**config.mk**
```make
export PLATFORM = sky130hd
export DESIGN_NAME = acc_req_sender_flat
export DESIGN_NICKNAME = d
export VERILOG_FILES = /design/src/rtl/acc_req_sender_pkg.sv /design/src/rtl/acc_req_sender_if.sv /design/src/rtl/acc_req_fifo.sv /design/src/rtl/acc_req_sender.sv /design/src/flat_wrapper.sv
export SDC_FILE = /design/constraint.sdc
export NUM_CORES = 1
export LEC_CHECK = 0
export ABC_AREA = 1
export CAP_MARGIN = 20
export CORE_ASPECT_RATIO = 0.6
export CORE_MARGIN = 4
export CORE_UTILIZATION = 47
export DETAILED_ROUTE_END_ITERATION = 6
export HOLD_SLACK_MARGIN = 0.02
export PLACE_DENSITY = 0.77
export SLEW_MARGIN = 5
export SYNTH_ARGS = -nofsm -noshare
export SYNTH_HDL_FRONTEND = slang
export SYNTH_SLANG_ARGS = --single-unit
```
**constraint.sdc**
```tcl
create_clock -name clk -period 4 [get_ports clk]
set_input_delay 0.4 -clock clk [delete_from_list [all_inputs] [get_ports clk]]
set_output_delay 0.4 -clock clk [all_outputs]
set_load 0.01 [all_outputs]
```
**src/rtl/acc_req_sender_pkg.sv**
```systemverilog
`default_nettype none
// ============================================================================
// Module  : acc_req_sender_pkg
// Brief   : Shared constants and the accumulate-request entry type.
// Revision: 1.0 - initial release
// ============================================================================
package acc_req_sender_pkg;

  localparam int N_ACC     = 3;
  localparam int N_CORE    = 4;
  localparam int FLOAT32_W = 32;
  localparam int ACC_IDX_W = 2;

  typedef struct packed {
    logic [ACC_IDX_W-1:0] acc;
    logic [FLOAT32_W-1:0] data;
  } acc_req_t;

  function automatic logic idx_in_range(input logic [ACC_IDX_W-1:0] idx, input int n);
    return int'(idx) < n;
  endfunction

endpackage
`default_nettype wire

```
**src/rtl/acc_req_sender_if.sv**
```systemverilog
`default_nettype none
// ============================================================================
// Module  : acc_req_sender_if
// Brief   : Core-side enqueue and parent-side accumulator request bundle.
// Revision: 1.0 - initial release
// ============================================================================
interface acc_req_sender_if #(
  parameter int N_ACC = acc_req_sender_pkg::N_ACC
);
  import acc_req_sender_pkg::*;

  logic                                 enq_valid;
  logic [ACC_IDX_W-1:0]                 enq_acc;
  logic [FLOAT32_W-1:0]                 enq_data;
  logic                                 enq_ready;
  logic [N_ACC-1:0]                     acc_req_valid;
  logic [N_ACC-1:0]                     acc_req_ready;
  logic [N_ACC-1:0][FLOAT32_W-1:0]      acc_data;
  logic                                 empty;
  logic [7:0]                           stall_cycles;

  // The sender is the request master towards the parent accumulators.
  modport master (
    input  enq_valid, enq_acc, enq_data, acc_req_ready,
    output enq_ready, acc_req_valid, acc_data, empty, stall_cycles
  );

  modport slave (
    output enq_valid, enq_acc, enq_data, acc_req_ready,
    input  enq_ready, acc_req_valid, acc_data, empty, stall_cycles
  );

endinterface
`default_nettype wire

```
**src/rtl/acc_req_fifo.sv**
```systemverilog
`default_nettype none
// ============================================================================
// Module  : acc_req_fifo
// Brief   : In-order request FIFO with registered storage and combinational head.
// Revision: 1.0 - initial release
// ============================================================================
module acc_req_fifo
  import acc_req_sender_pkg::*;
#(
  parameter int DEPTH = 4
) (
  input  wire logic                     clk,
  input  wire logic                     reset,
  input  wire logic                     i_push,
  input  wire acc_req_t                 i_data,
  input  wire logic                     i_pop,
  output acc_req_t                      o_head,
  output logic                          o_full,
  output logic                          o_empty,
  output logic [$clog2(DEPTH):0]        o_count
);

  localparam int PTR_W = $clog2(DEPTH);
  localparam logic [PTR_W:0] C_DEPTH = (PTR_W+1)'(DEPTH);

  acc_req_t         r_mem [DEPTH];
  logic [PTR_W-1:0] r_head;
  logic [PTR_W-1:0] r_tail;
  logic [PTR_W:0]   r_count;
  logic             w_push;
  logic             w_pop;

  // A full FIFO refuses the push even when the head leaves in the same cycle.
  assign w_push = i_push && !o_full;
  assign w_pop  = i_pop  && !o_empty;

  always_ff @(posedge clk) begin
    if (reset) begin
      r_head  <= '0;
      r_tail  <= '0;
      r_count <= '0;
      for (int i = 0; i < DEPTH; i++) begin
        r_mem[i] <= '0;
      end
    end else begin
      if (w_push) begin
        r_mem[r_tail] <= i_data;
        r_tail        <= r_tail + PTR_W'(1);
      end
      if (w_pop) begin
        r_head <= r_head + PTR_W'(1);
      end
      if (w_push && !w_pop) begin
        r_count <= r_count + (PTR_W+1)'(1);
      end else if (!w_push && w_pop) begin
        r_count <= r_count - (PTR_W+1)'(1);
      end
    end
  end

  assign o_head  = r_mem[r_head];
  assign o_full  = (r_count == C_DEPTH);
  assign o_empty = (r_count == '0);
  assign o_count = r_count;

endmodule
`default_nettype wire

```
**src/rtl/acc_req_sender.sv**
```systemverilog
`default_nettype none
// ============================================================================
// Module  : acc_req_sender
// Brief   : Buffers per-core accumulate requests and presents the head to its parent.
// Revision: 1.0 - initial release
// ============================================================================
module acc_req_sender #(
  parameter int DEPTH = 4,
  parameter int N_ACC = acc_req_sender_pkg::N_ACC
) (
  input  wire logic         clk,
  input  wire logic         reset,
  acc_req_sender_if.master  bus
);
  import acc_req_sender_pkg::*;

  localparam int          CNT_W       = $clog2(DEPTH) + 1;
  localparam logic [7:0]  C_STALL_MAX = 8'hFF;

  acc_req_t          w_enq_entry;
  acc_req_t          w_head;
  logic              w_enq_ok;
  logic              w_deq;
  logic              w_full;
  logic              w_empty;
  logic [CNT_W-1:0]  w_count;
  logic [N_ACC-1:0]  w_valid;
  logic [7:0]        r_stall;

  // Out-of-range accumulator indices never enter the FIFO.
  assign w_enq_ok         = bus.enq_valid && idx_in_range(bus.enq_acc, N_ACC);
  assign w_enq_entry.acc  = bus.enq_acc;
  assign w_enq_entry.data = bus.enq_data;

  acc_req_fifo #(
    .DEPTH (DEPTH)
  ) u_fifo (
    .clk     (clk),
    .reset   (reset),
    .i_push  (w_enq_ok),
    .i_data  (w_enq_entry),
    .i_pop   (w_deq),
    .o_head  (w_head),
    .o_full  (w_full),
    .o_empty (w_empty),
    .o_count (w_count)
  );

  always_comb begin
    w_valid = '0;
    if (!w_empty) begin
      for (int i = 0; i < N_ACC; i++) begin
        w_valid[i] = (w_head.acc == ACC_IDX_W'(i));
      end
    end
  end

  // Only the head's own ready bit can complete the handshake.
  assign w_deq = |(w_valid & bus.acc_req_ready);

  generate
    for (genvar gi = 0; gi < N_ACC; gi++) begin : g_acc_data
      assign bus.acc_data[gi] = w_head.data;
    end
  endgenerate

  always_ff @(posedge clk) begin
    if (reset) begin
      r_stall <= '0;
    end else if (w_deq || (w_count == '0)) begin
      r_stall <= '0;
    end else if (r_stall != C_STALL_MAX) begin
      r_stall <= r_stall + 8'd1;
    end
  end

  assign bus.enq_ready     = !w_full;
  assign bus.empty         = w_empty;
  assign bus.acc_req_valid = w_valid;
  assign bus.stall_cycles  = r_stall;

endmodule
`default_nettype wire

```
**src/flat_wrapper.sv**
```systemverilog
// flat-port wrapper written by rule: the top's interface ports become plain ports
module acc_req_sender_flat import acc_req_sender_pkg::*;
#(
  parameter int DEPTH = 4,
  parameter int N_ACC = acc_req_sender_pkg::N_ACC
)
  (clk, reset, bus_enq_valid, bus_enq_acc, bus_enq_data, bus_acc_req_ready, bus_enq_ready, bus_acc_req_valid, bus_acc_data, bus_empty, bus_stall_cycles);
  acc_req_sender_if #(.N_ACC(N_ACC)) bus_i ();
  input  wire logic clk;
  input  wire logic reset;
  input wire logic [$bits(bus_i.enq_valid)-1:0] bus_enq_valid;
  input wire logic [$bits(bus_i.enq_acc)-1:0] bus_enq_acc;
  input wire logic [$bits(bus_i.enq_data)-1:0] bus_enq_data;
  input wire logic [$bits(bus_i.acc_req_ready)-1:0] bus_acc_req_ready;
  output wire logic [$bits(bus_i.enq_ready)-1:0] bus_enq_ready;
  output wire logic [$bits(bus_i.acc_req_valid)-1:0] bus_acc_req_valid;
  output wire logic [$bits(bus_i.acc_data)-1:0] bus_acc_data;
  output wire logic [$bits(bus_i.empty)-1:0] bus_empty;
  output wire logic [$bits(bus_i.stall_cycles)-1:0] bus_stall_cycles;
  assign bus_i.enq_valid = bus_enq_valid;
  assign bus_i.enq_acc = bus_enq_acc;
  assign bus_i.enq_data = bus_enq_data;
  assign bus_i.acc_req_ready = bus_acc_req_ready;
  assign bus_enq_ready = bus_i.enq_ready;
  assign bus_acc_req_valid = bus_i.acc_req_valid;
  assign bus_acc_data = bus_i.acc_data;
  assign bus_empty = bus_i.empty;
  assign bus_stall_cycles = bus_i.stall_cycles;
  acc_req_sender #(.DEPTH(DEPTH), .N_ACC(N_ACC)) u_core (.clk(clk), .reset(reset), .bus(bus_i));
endmodule
```
==> summary.txt <==
Placed design
  • IO Port Bufs: between 100 and 150
  • GP Congestion: approximately 0.8
  • Detailed Place HPWL: around 11 mm
  • Placed Instances: 1,002

Clock tree
  • Num CTS Buffers: 17
  • Longest Clk Path Bufs: 2
  • Htree depth: 4
  • Post-CTS Hold Buffers: 0
  • Post-cts resize count: 0
  • Worst skew pair latency: between 0.4 and 0.5 ns
  • CTS tree: done
  • Clk slew on worst S/H paths: around 0.060 ns
  • Post-CTS setup buffers: 0
  • Clock sink total: ~150
  • Clock root buffer: clkbuf_16

Global routing
  • Global-route wire length before repair: 27.7 mm
  • Initial antenna violation count: 0
  • Vias in the first global route: approximately 5,300
  • Largest net degree at the start of global routing: just under 50
  • Tot GR Track Use: around 20%
  • Gr ovfl total: 0

Die
  • Die area: between 0.015 and 0.02 sq mm
  • Row Count: 34
  • Boundary Pins: approximately 150
  • Core area: 0.0148 sq mm
  • Initial Util: approximately 50%
  • Die width: 169 microns
  • Die height: between 100 and 150 microns

Setup path
  • Critical R2R Capture: u_core.u_fifo.o_count[2]
  • R2R cell count: 14
  • R2R setup slack: around 0.93 ns
  • CP Capture Type: primary output
  • Slowest CP cell: clkdlybuf4s50_1
  • Cell-by-cell trace of the critical path: inv_2, buf_4, o21ai_0, o22ai_1, clkdlybuf4s50_1
  • Crit path largest cell delay: about 0.64 ns
  • CP Launch Type: flop
  • Crit Path Class: reg -> out
  • Crit path required time: around 3.6 ns
  • CP Max Fanout: 46
  • Worst EP arrival: just under 3 ns

Yosys
  • Syn Nets: between 700 and 800
  • Ys Warns: 0
  • Synth cell types: 29
  • Synth top area share: 56.1%
  • Synthesized cell area: 0.00728 sq mm
  • Cells after Synth: 743
  • Synth area leader: edfxtp_1
  • Post-synth EDFFs: between 100 and 150
  • Asr flop ratio synth: 0%
  • Main flop type after synthesis: edfxtp_1
  • Top post-synthesis cells by area: edfxtp_1 (56%), nor2_1 (10%), buf_4 (6.9%)
  • Part of the Yosys area used for sequential elements: between 60 and 70%
  • Register bit count reported by yosys: 153
  • Syn_area_per_cell: roughly 10 sq um

Detailed routing
  • DR DRC count: 0
  • Iter 0 DRT Violations: 585
  • Initial DRT Pass Iterations: 5
  • DRT antenna net count: 0
  • DR vias/cell: approximately 5.2
  • Routed via count: ~5,400
  • WL final: roughly 17 mm
  • Average wire per standard cell: 16.8 microns

Worst hold path
  • Worst Hold End: u_core.u_fifo.o_count[2]
  • Hold depth: 2
  • Worst min path class: reg -> reg
  • Hold Crit Start: u_core.u_fifo.o_count[2]

STA
  • Final Hold Viols: 0
  • Final Critical Period: between 3 and 4 ns
  • Setup violations, final: 0
  • TNS Setup: 0 ns
  • Clk_skew: 0.0119 ns
  • Max transition margin: a little under two fifths
  • Setup repair after global routing missed its margin: false
  • Max-slew violations: 0
  • Worst slew pin tran: slightly above 0.9 ns
  • Final Cycle Share: about 84%
  • Peak Freq: about 300 MHz

Run
  • Max-cap violations: 0

Cells and area
  • Layout cells sized above 1: between 10% and 20%
  • Ant. Diodes: 0
  • Fin cells: 1,034
  • Fin nets: 866
  • Post-layout util: 61.3%
  • Area grow syn2layout: 24.7%

Power
  • Worst vdd ir: 0.423 mV
  • Pwr per Cell Area: approximately 670 mW/mm^2
  • Static leakage power: 3.47 nW

Status
  • Status: finished clean
[power by group]
part | internal, W | total, W | leakage, nW | switching (W)
registers | 0.00191 | 0.00199 | 1.55 | 0.0000870
clock network | 0.000893 | 0.00153 | 0.284 | 0.000636
logic | 0.00124 | 0.00258 | 1.64 | 0.00134
[layer usage]
| metal | GRT usage (%) | up-vias | routed length (microns) | share of wire [%] |
|---|---|---|---|---|
| li1 | - | 2552 | - | - |
| met1 | 29.3 | 2553 | 7880 | 45 |
| met2 | 29.5 | 243 | 7830 | 45 |
| met3 | 5.58 | 18 | 1570 | 9.0 |
| met4 | 4.75 | 0 | 130 | 0.75 |
| met5 | 0 | - | 0 | 0 |
[cell type report]
type,instances,area (sq um)
clock inverters,10,62.6
flip-flops and latches,153,4430
clock buffers,22,505
repair buffers,158,1580
fillers,1215,5730
well taps,198,248
inverters,91,342
multi-input cells,402,1910
[stage by stage]
stage	cell area (sq um)	hold WS [ns]	setup slack [ns]	total power, W
floorplan	7280	0.472	0.282	0.00365
global placement	8480	0.492	1.10	0.00456
detailed placement	8500	0.505	1.01	0.00462
CTS	9070	0.514	0.635	0.00614
global route	9070	0.539	0.467	0.00641
finish	9070	0.511	0.634	0.00611
[cells by family after synthesis]
| kind of cell | after synthesis | share of synthesized area [%] |
|---|---|---|
| adder cells (fa/ha/maj) | 3 | 0.619 |
| flip-flops | 153 | 60.8 |
| XOR/XNOR | 6 | 0.722 |
| AO/OA/AOI/OAI | 114 | 8.49 |
| buffers and inverters | 188 | 13.3 |
| AND/OR/NAND/NOR | 279 | 16.0 |
[worst max path at each step]
stage               cells past startpoint  slack (ns)           from                        end
floorplan                               3        0.28  bus_enq_valid  u_core.u_fifo.r_mem[3][0]
global placement                       14        1.10           flop   u_core.u_fifo.o_count[2]
detailed placement                     14        1.01           flop   u_core.u_fifo.o_count[2]
CTS                                     5        0.64           flop            bus_acc_data[1]
global route                            5        0.47           flop            bus_acc_data[1]
finish                                  5        0.63           flop           bus_acc_data[33]
[registers in the layout, summed over array words and instances, names as in the netlist, named ones only]
signal and cells:
u_core.u_fifo.o_count 3, u_core.u_fifo.r_mem 136, u_core.bus.stall_cycles 8, u_core.u_fifo.r_head 2, u_core.u_fifo.r_tail 2
[critical path: cells and delay by family, from the launching register on]
kind	cells	cell delay [ns]
AO/OA/AOI/OAI	2	0.61
buffers and inverters	3	1.48
flip-flops	1	0.44
[cells in the final DEF (no fill, tap or decap), types with 2 or more instances in the layout]
cell,instances
inv_4,3
nor2_2,21
o21ai_0,73
buf_4,9
clkinv_2,4
nand4_1,5
clkinvlp_4,2
clkbuf_8,4
clkdlybuf4s50_1,148
a21oi_1,5
nand2_1,36
inv_1,57
edfxtp_1,136
ha_1,2
clkinv_1,2
nand2_2,3
clkbuf_16,18
inv_2,32
dfxtp_1,16
nand3_1,9
o22ai_1,32
nor2_1,197
xor2_1,5
nor3_1,4
nand3_2,2
[synth_stat cells, types with 9 or more instances]
library cell / instances
nor2_2: 21
nand2_1: 38
o21ai_0: 74
dfxtp_1: 17
buf_4: 67
o22ai_1: 32
edfxtp_1: 136
nand3_1: 9
inv_1: 57
clkbuf_1: 24
inv_2: 32
nor2_1: 197
Power figures use the tool's default switching activity.
